$ cat src/rtl/alu_share_arbiter.sv
// Round-robin arbiter/sequencer sharing one external ALU between two requesters.
// Operands and opcode are registered toward the ALU; the result is held until acked.
module alu_share_arbiter #(
  parameter int unsigned W     = 2,
  parameter int unsigned OPW   = 2,
  parameter int unsigned CNT_W = 8
) (
  input  logic             clk,
  input  logic             reset,
  input  logic             req0,
  input  logic [OPW-1:0]   op0,
  input  logic [W-1:0]     a0,
  input  logic [W-1:0]     b0,
  input  logic             ack0,
  input  logic             req1,
  input  logic [OPW-1:0]   op1,
  input  logic [W-1:0]     a1,
  input  logic [W-1:0]     b1,
  input  logic             ack1,
  output logic             gnt0,
  output logic             gnt1,
  output logic             done0,
  output logic             done1,
  output logic [W-1:0]     result,
  output logic             busy,
  output logic [W-1:0]     alu_a,
  output logic [W-1:0]     alu_b,
  output logic [OPW-1:0]   alu_s,
  input  logic [W-1:0]     alu_y,
  output logic [CNT_W-1:0] ops_done
);

  typedef enum logic [1:0] {
    StIdle,
    StLatch,
    StExec,
    StResp
  } state_t;

  state_t             r_state;
  state_t             w_state_nxt;
  logic               r_owner;
  logic               r_rr_ptr;
  logic [W-1:0]       r_alu_a;
  logic [W-1:0]       r_alu_b;
  logic [OPW-1:0]     r_alu_s;
  logic [W-1:0]       r_result;
  logic [CNT_W-1:0]   r_ops_done;

  logic               w_any_req;
  logic               w_winner;
  logic               w_ack_own;
  logic               w_start;
  logic               w_finish;

  assign w_any_req = req0 | req1;
  // Contention goes to rr_ptr; otherwise whichever single requester is active.
  assign w_winner  = (req0 & req1) ? r_rr_ptr : req1;
  assign w_ack_own = r_owner ? ack1 : ack0;
  assign w_start   = (r_state == StIdle) & w_any_req;
  assign w_finish  = (r_state == StResp) & w_ack_own;

  always_comb begin
    w_state_nxt = r_state;
    unique case (r_state)
      StIdle:  if (w_any_req) w_state_nxt = StLatch;
      StLatch: w_state_nxt = StExec;
      StExec:  w_state_nxt = StResp;
      StResp:  if (w_ack_own) w_state_nxt = StIdle;
      default: w_state_nxt = StIdle;
    endcase
  end

  always_ff @(posedge clk or posedge reset) begin
    if (reset) begin
      r_state    <= StIdle;
      r_owner    <= 1'b0;
      r_rr_ptr   <= 1'b0;
      r_alu_a    <= '0;
      r_alu_b    <= '0;
      r_alu_s    <= '0;
      r_result   <= '0;
      r_ops_done <= '0;
    end else begin
      r_state <= w_state_nxt;
      if (w_start) begin
        r_owner <= w_winner;
      end
      if (r_state == StLatch) begin
        r_alu_a <= r_owner ? a1  : a0;
        r_alu_b <= r_owner ? b1  : b0;
        r_alu_s <= r_owner ? op1 : op0;
      end
      if (r_state == StExec) begin
        r_result <= alu_y;
      end
      if (w_finish) begin
        r_rr_ptr   <= ~r_owner;
        r_ops_done <= r_ops_done + CNT_W'(1);
      end
    end
  end

  // Handshake outputs decode registered state only, so no input-to-output path exists.
  assign gnt0     = (r_state == StLatch) & ~r_owner;
  assign gnt1     = (r_state == StLatch) &  r_owner;
  assign done0    = (r_state == StResp)  & ~r_owner;
  assign done1    = (r_state == StResp)  &  r_owner;
  assign busy     = (r_state != StIdle);
  assign result   = r_result;
  assign alu_a    = r_alu_a;
  assign alu_b    = r_alu_b;
  assign alu_s    = r_alu_s;
  assign ops_done = r_ops_done;

endmodule

$ cat config.mk
export PLATFORM = sky130hd
export DESIGN_NAME = alu_share_arbiter
export DESIGN_NICKNAME = d
export VERILOG_FILES = /design/src/rtl/alu_share_arbiter.sv
export SDC_FILE = /design/constraint.sdc
export NUM_CORES = 1
export LEC_CHECK = 0
export CAP_MARGIN = 30
export CORE_ASPECT_RATIO = 0.6
export CORE_MARGIN = 10
export CORE_UTILIZATION = 44
export DETAILED_ROUTE_END_ITERATION = 6
export GPL_TIMING_DRIVEN = 0
export PLACE_DENSITY = 0.83
export SYNTH_ARGS = -nofsm -noshare
export SYNTH_HDL_FRONTEND = slang
export SYNTH_SLANG_ARGS = --single-unit
$ cat constraint.sdc
create_clock -name clk -period 3 [get_ports clk]
set_input_delay 0.6 -clock clk [delete_from_list [all_inputs] [get_ports clk]]
set_output_delay 0.6 -clock clk [all_outputs]
set_load 0.1 [all_outputs]
# --- Word-level counts from Yosys, hierarchy flattened ---
# Cells that the tools add are included.
classes:
  add_sub_neg: 1
  eq_ne: 5
  muxes: 8
  bitwise_logic: 9
  n_reduce_logical: 3
ops:
  columns: ["operator", "n"]
  rows:
  - ["two-way mux 2 bit", 5]
  - ["adder 8 x 1 -> 8 bit (second input constant)", 1]
  - ["case mux 2 bit (4 select lines)", 1]
  - ["AND 1 bit", 7]
  - ["== test 2 bit (second input constant)", 2]
  - ["!= test 2 bit (second input constant)", 2]
  - ["== test 2 x 1 -> 1 bit (second input constant)", 1]
  - ["logical NOT 2 bit", 1]
  - ["two-way mux 1 bit", 2]
  - ["AND reduction 2 bit", 1]
  - ["nonzero test 2 bit", 1]
  - ["NOT 1 bit", 1]
  - ["OR 1 bit", 1]
word_totals:
  ff_bits: 20
  in_bits: 20
  out_inout_bits: 21
  elab_cells: 34

# --- Depth between registers and ports, before layout ---
# Gate-level depths: netlist of run 1.
logic_depth:
  word_depth: 3
  depth_mapped: 5
  depth_no_buf: 5

# --- Worst setup path before layout of run 1 ---
# OpenSTA, ideal clock, no wires.
synth_path:
  path_type: "register to output"
  from: "register r_state[1]"
  to: "output gnt0"
  arrival_ns: 2.026
  required_time_ns: 2.400
  setup_slack_ns: 0.374
  stages_incl_launch_ff: 4
  n_path_buf: 0
  path_cell_list: "dfrtp_1 inv_1 ha_1 nor2b_1"
synth_between:
  elab_chain_len: 2
synth_rtl:
  columns: ["element", "line", "text"]
  rows:
  - ["start, declared", "40", "state_t r_state;"]
  - ["start signal, assigned", "76", "r_state <= StIdle;"]
  - ["start signal, assigned", "85", "r_state <= w_state_nxt;"]
  - ["== test 2 x 1 -> 1 bit", "105", "assign gnt0 = (r_state == StLatch) & ~r_owner;"]
  - ["AND 1 bit", "105", null]
  - ["end, declared", "20", "output logic gnt0,"]
# Every way passes these cells.

# --- Worst setup path after layout of run 1 ---
layout_path:
  from: "register r_owner"
  to: "output done1"
layout_between:
  elab_chain_len: 1
layout_rtl:
  columns: ["element", "line", "text"]
  rows:
  - ["start, declared", "42", "logic r_owner;"]
  - ["start signal, assigned", "87", "r_owner <= w_winner;"]
  - ["AND 1 bit", "108", "assign done1 = (r_state == StResp) & r_owner;"]
  - ["end, declared", "23", "output logic done1,"]
# Every way passes these cells.

==> flow_summary_export.csv, run 1 <==
group,metric,value,unit
outcome,status,"finished clean",
worst_setup_path,path_max_fanout,10,
routing,drcViolationCount,0,
floorplan,chipWidth,80.6,µm
worst_setup_path,worst_setup_path_end_kind,"output pin",
grt,grt_max_degree,21,
synthesis,syn_area_per_cell,11.3,µm²
worst_setup_path,r2r-start,"r_state[0]",
finish,final_nets,156,
clocking,clock_latency,0.25,ns
worst_setup_path,crit_required,2.40,ns
routing,highest_layer,"met4",
timing,finalCriticalPeriod,2.90,ns
floorplan,dieHeight,56.4,µm
floorplan,num_rows,13,
timing,rsz0062_at_grt,"no",
worst_setup_path,rrSetupSlack,1.36,ns
clocking,cts_made_buffers,3,
worst_setup_path,crit_buf_inv,2,
routing,wl_per_cell,16.1,µm
min_path,hold_class,"reg2reg",
routing,wl_met1,1110,µm
timing,worst_pin_slew,1.00,ns
grt,grt_remaining_overflow,0,
synthesis,synth_fp_nets,111,
routing,vias,777,
placement,port_buffers,40,
routing,first_iter_violations,27,
grt,grt_pass1_wl,4220,µm
worst_setup_path,arrival,2.30,ns
clocking,root_buffer,"clkbuf_8",
routing,met2_length,1260,µm
worst_setup_path,cp_slowest_stage_delay,1.14,ns
finish,area_growth,49.2,%
min_path,worstHoldPathCells,1,
routing,ant_nets,0,
routing,drtPass1Iterations,4,
timing,setup-tns-final,0,ns
worst_setup_path,reg2reg_to,"r_state[1]",
floorplan,die_area,0.00454,mm²
placement,dp_hpwl,2050,µm
clocking,post_cts_buffers,0,
finish,antenna-diode-count,0,
synthesis,yosys_warnings,0,
worst_setup_path,crit_slowest_cell,"clkdlybuf4s50_1",
timing,setup_viol,0,
floorplan,pin_count,41,
min_path,whs_endpoint,"ops_done[6]",
clocking,cts.sink_count,20,
timing,slew_violations,0,
worst_setup_path,crit_path_cell_trace,"buf_2, and2_1, clkdlybuf4s50_1",
placement,gp_congestion,0.788,
timing,finClkSkew,0.00769,ns
clocking,clk_pin_slew_worst_paths,0.07,ns
grt,track_usage,11.7,%
min_path,min_from,"ops_done[6]",
clocking,htreeDepth,1,
routing,vias_per_cell,4.89,
worst_setup_path,ff2ff_path_depth,5,
timing,period_share,96.6,%
worst_setup_path,crit_family,"buffers and inverters",
finish,drive_gt1_share,7.75,%
timing,fmax,345,MHz
timing,relSlewSlack,33.1,%
clocking,cts_buffer_depth,2,
synthesis,synth_area,970,µm²
floorplan,core_area,0.00213,mm²
synthesis,yosysUniqueCellTypes,22,
grt,antenna_found_initial,0,
routing,routed_wl,2560,µm
routing,dr_wl_met3,138,µm
floorplan,start_util,45.5,%
clocking,cts_tree,"built",
synthesis,ys_seq_area_share,51.6,%
grt,grt_pass1_vias,849,
flow_run,cap_violations,0,
worst_setup_path,cp-start-kind,"flop",
synthesis,synthCells,86,
worst_setup_path,critPathKind,"reg2out",
timing,hold_viol,0,
synthesis,ys_seq_elements,20,
==> cell type report <==
| type | instances | area [µm²] |
|---|---|---|
| flip-flops and latches | 20 | 500 |
| well taps | 30 | 37.5 |
| fillers | 164 | 684 |
| multi-input cells | 59 | 442 |
| plain buffers | 2 | 8.76 |
| inverters | 5 | 18.8 |
| clock buffers | 3 | 41.3 |
| repair buffers | 40 | 398 |
==> layer usage <==
layer	vias up	track usage [%]
li1	385	-
met1	366	13.2
met2	22	19.6
met3	4	4.13
met4	0	4.50
met5	-	0
==> layout by cell type (no fill, tap or decap), drive strengths merged, types with 2 or more instances in the layout <==
cell type,instances
mux2i,7
o32a,2
xor2,5
xnor2,2
and2,2
inv,5
dfrtp,20
mux2,5
nand3,5
nor3,4
ha,5
nor2,8
nand2,3
a21oi,7
clkdlybuf4s50,38
clkbuf,5
==> worst reg2reg max path: stages (launching register included) <==
cell and delay, ns:
dfrtp_1 0.42, inv_1 0.10, ha_1 0.22, inv_1 0.07
o32a_1 0.38, mux2_1 0.33
==> logic make-up after synthesis <==
family                     after synthesis  synth area share (%)
and+or+nand+nor                         24                  12.1
DFF                                     20                  51.6
muxes                                   12                  13.4
AOI/OAI and AO/OA                       11                  7.23
xor gates and xnor gates                 7                  6.32
buffers and inverters                    7                  2.84
adders and majority gates                5                  6.45
==> Yosys cell counts <==
master     n  area share (%)
a22o_1     1            0.90
mux2i_1    7             7.2
mux2_2     3             3.5
a21oi_1    7             3.6
and2_1     2             1.3
inv_1      5             1.9
nor2_1     8             3.1
nor4_2     1             1.3
a31oi_1    1            0.65
ha_1       5             6.5
xnor2_1    2             1.8
mux2_4     1             1.5
nand2_1    3             1.2
mux2_1     1             1.2
nand3_1    5             2.6
o32a_1     2             2.1
dfrtp_1   20              52
nor3_1     4             2.1
buf_2      1            0.52
nor2b_1    1            0.65
xor2_1     5             4.5
clkbuf_1   1            0.39
==> worst max path at each step <==
stage	start	cells after the start	slack (ns)	end
after floorplan	r_state[1]	3	0.37	gnt0
after global placement	r_state[1]	5	0.06	gnt1
after detailed placement	r_state[1]	5	0.02	gnt1
after CTS	r_state[1]	5	0.02	gnt1
after global routing	r_state[1]	4	0.01	gnt0
final	r_owner	3	0.10	done1
==> repair_timing <==
action / in CTS / in global routing
hold buffers: 0 / 0
gates resized for setup: 1 / 3
endpoints found under the hold margin: 0 / 0
endpoints found under the setup margin: 1 / 2
==> per-stage QoR <==
stage               area [µm²]  hold slack (ns)  instances  worst slack, ns  util [%]
floorplan                  970            0.473         86            0.374         -
global placement          1410            0.456        156           0.0576      66.1
detailed placement        1410            0.477        156           0.0171      66.1
CTS                       1450            0.492        159           0.0195      67.9
global route              1450            0.508        159           0.0134      67.9
finish                    1450            0.494        159            0.101      67.9
==> registers in the layout, summed over array words and instances, names as in the netlist <==
name	flops
alu_a	2
alu_b	2
alu_s	2
ops_done	8
r_owner	1
r_rr_ptr	1
r_state	2
result	2
Power of run 1 is not shown: default switching activity piles up to over one toggle a cycle in this logic, so the estimate is an artifact.
==> inputs of run 2 (changes only) <==
CTS_CLUSTER_DIAMETER = 150   (was unset)
==> results of run 2 <==
No change in the layout: final DEF, timing and power equal those of run 1.
Power of run 2 is left out for the same reason.
==> inputs of run 3 (changes only) <==
CORE_MARGIN = unset   (was 10)
RECOVER_POWER = 25   (was unset)
==> run 3 against run 2 <==
- non-clock buffer count unchanged
- final cell count decreased by 1.3%
- wire length decreased by 15%
- register-to-register slack worse by 0.02 ns
- cell area down 1.1%
- highest routed layer unchanged
- first-iteration DRC count grew 7.4%
- critical endpoint unchanged
- via count is 0.13% higher
==> flow_summary_export.csv, run 3 (same netlist as run 1, synthesis figures left out) <==
group,metric,value,unit
outcome,status,"finished clean",
clocking,cts.sink_count,20,
timing,hold_viol,0,
placement,dp_hpwl,1740,µm
routing,wl_per_cell,13.8,µm
placement,dp_slack,-0.00129,ns
clocking,post_cts_buffers,0,
floorplan,pin_count,41,
timing,period_share,97.8,%
worst_setup_path,rrSetupSlack,1.34,ns
worst_setup_path,startpoint,"r_owner",
floorplan,chipWidth,62.6,µm
grt,grt_remaining_overflow,0,
finish,nFillCells,142,
worst_setup_path,crit_required,2.40,ns
routing,routed_wl,2170,µm
routing,vias_per_cell,4.96,
clocking,cts_tree,"built",
floorplan,core_area,0.00195,mm²
finish,final_area,0.00143,mm²
grt,grt_pass1_wl,3530,µm
finish,area_growth,47.5,%
floorplan,die_area,0.00240,mm²
routing,first_iter_violations,29,
worst_setup_path,reg2reg_to,"r_state[1]",
floorplan,start_util,49.7,%
routing,drtPass1Iterations,4,
grt,track_usage,20.2,%
placement,gp_congestion,0.838,
finish,drive_gt1_share,7.75,%
worst_setup_path,cp-start-kind,"flop",
clocking,clk_pin_slew_worst_paths,0.11,ns
worst_setup_path,critPathKind,"reg2out",
timing,finalCriticalPeriod,2.93,ns
flow_run,cap_violations,0,
floorplan,dieHeight,38.4,µm
floorplan,num_rows,12,
worst_setup_path,r2r-start,"r_state[0]",
timing,relSlewSlack,34.5,%
clocking,root_buffer,"clkbuf_4",
timing,setup_viol,0,
clocking,htreeDepth,1,
worst_setup_path,ff2ff_path_depth,5,
clocking,cts_buffer_depth,2,
finish,final_nets,156,
worst_setup_path,path_max_fanout,10,
worst_setup_path,crit_path_end,"done1",
timing,whs,0.487,ns
grt,grt_max_degree,21,
timing,finClkSkew,0.0144,ns
grt,antenna_found_initial,0,
routing,ant_nets,0,
finish,layout_common_cells,"clkdlybuf4s50_1, dfrtp_1, nor2_1",
timing,slew_violations,0,
clocking,cts_made_buffers,3,
worst_setup_path,worst_setup_path_end_kind,"output pin",
routing,vias,778,
timing,worst_slack,0.0672,ns
finish,final_core_util,73.3,%
finish,final_common_cell,"clkdlybuf4s50_1",
min_path,hold_class,"reg2reg",
placement,port_buffers,40,
placement,place_area,0.00141,mm²
grt,grt_pass1_vias,786,
routing,drcViolationCount,0,
worst_setup_path,arrival,2.33,ns
finish,largest_reg_flops,8,
timing,rsz0062_at_grt,"no",
timing,worst_pin_slew,0.979,ns
clocking,clock_latency,0.30,ns
finish,antenna-diode-count,0,
timing,fmax,341,MHz
## run 3: changes by cell type in the layout (fill, tap and decap cells not counted), sizes merged
cell | previous run | this run
clkdlybuf4s50 | 38 | 36
dlygate4sd2 | 0 | 1
clkbuf | 5 | 4
dlygate4sd3 | 0 | 1
clkdlybuf4s15 | 0 | 1
## run 3: final cells by class
| class | count | area [µm²] | share of cell area, % |
|---|---|---|---|
| sequential | 20 | 500 | 35.0 |
| multi-input combinational | 59 | 442 | 30.9 |
| timing repair buffer | 40 | 403 | 28.2 |
| tap | 28 | 35.0 | 2.45 |
| clock buffer | 3 | 22.5 | 1.57 |
| inverter | 5 | 18.8 | 1.31 |
| buffer | 2 | 8.76 | 0.612 |
## run 3: stage by stage
| stage | setup TNS (ns) | instances |
|---|---|---|
| 2_1_floorplan | 0 | 86 |
| 3_3_place_gp | 0 | 154 |
| 3_5_place_dp | -0.00129 | 154 |
| 4_1_cts | 0 | 157 |
| 5_1_grt | 0 | 157 |
| 6_report | 0 | 157 |
## run 3: metal layers
metal,vias to the layer above,GRT usage [%],part of all wire (%)
li1,382,-,-
met1,370,24.9,49
met2,22,35.3,45
met3,4,5.95,5.7
met4,0,5.81,0.97
met5,-,0,0
## run 3: how the worst min path moves through the flow
stage | start | end | slack (ns) | depth (start not counted)
final | ops_done[7] | ops_done[7] | 0.49 | 1
after CTS | ops_done[7] | ops_done[7] | 0.49 | 1
after floorplan | r_rr_ptr | r_rr_ptr | 0.47 | 1
after detailed placement | ops_done[7] | ops_done[7] | 0.48 | 1
after global routing | ops_done[7] | ops_done[7] | 0.52 | 1
after global placement | ops_done[7] | ops_done[7] | 0.46 | 1
## run 3: what timing repair did
item / 4_1_cts / 5_1_grt
gates resized for setup: 4 / 1
hold buffers: 0 / 0
endpoints found under the setup margin: 2 / 1
## run 3: worst max-delay path, stage by stage, from the launching register on
cell and delay [ns]:
dfrtp_1 0.43, buf_2 0.29, and2_1 0.17, clkdlybuf4s50_1 1.14
Power of run 3 is left out for the same reason.
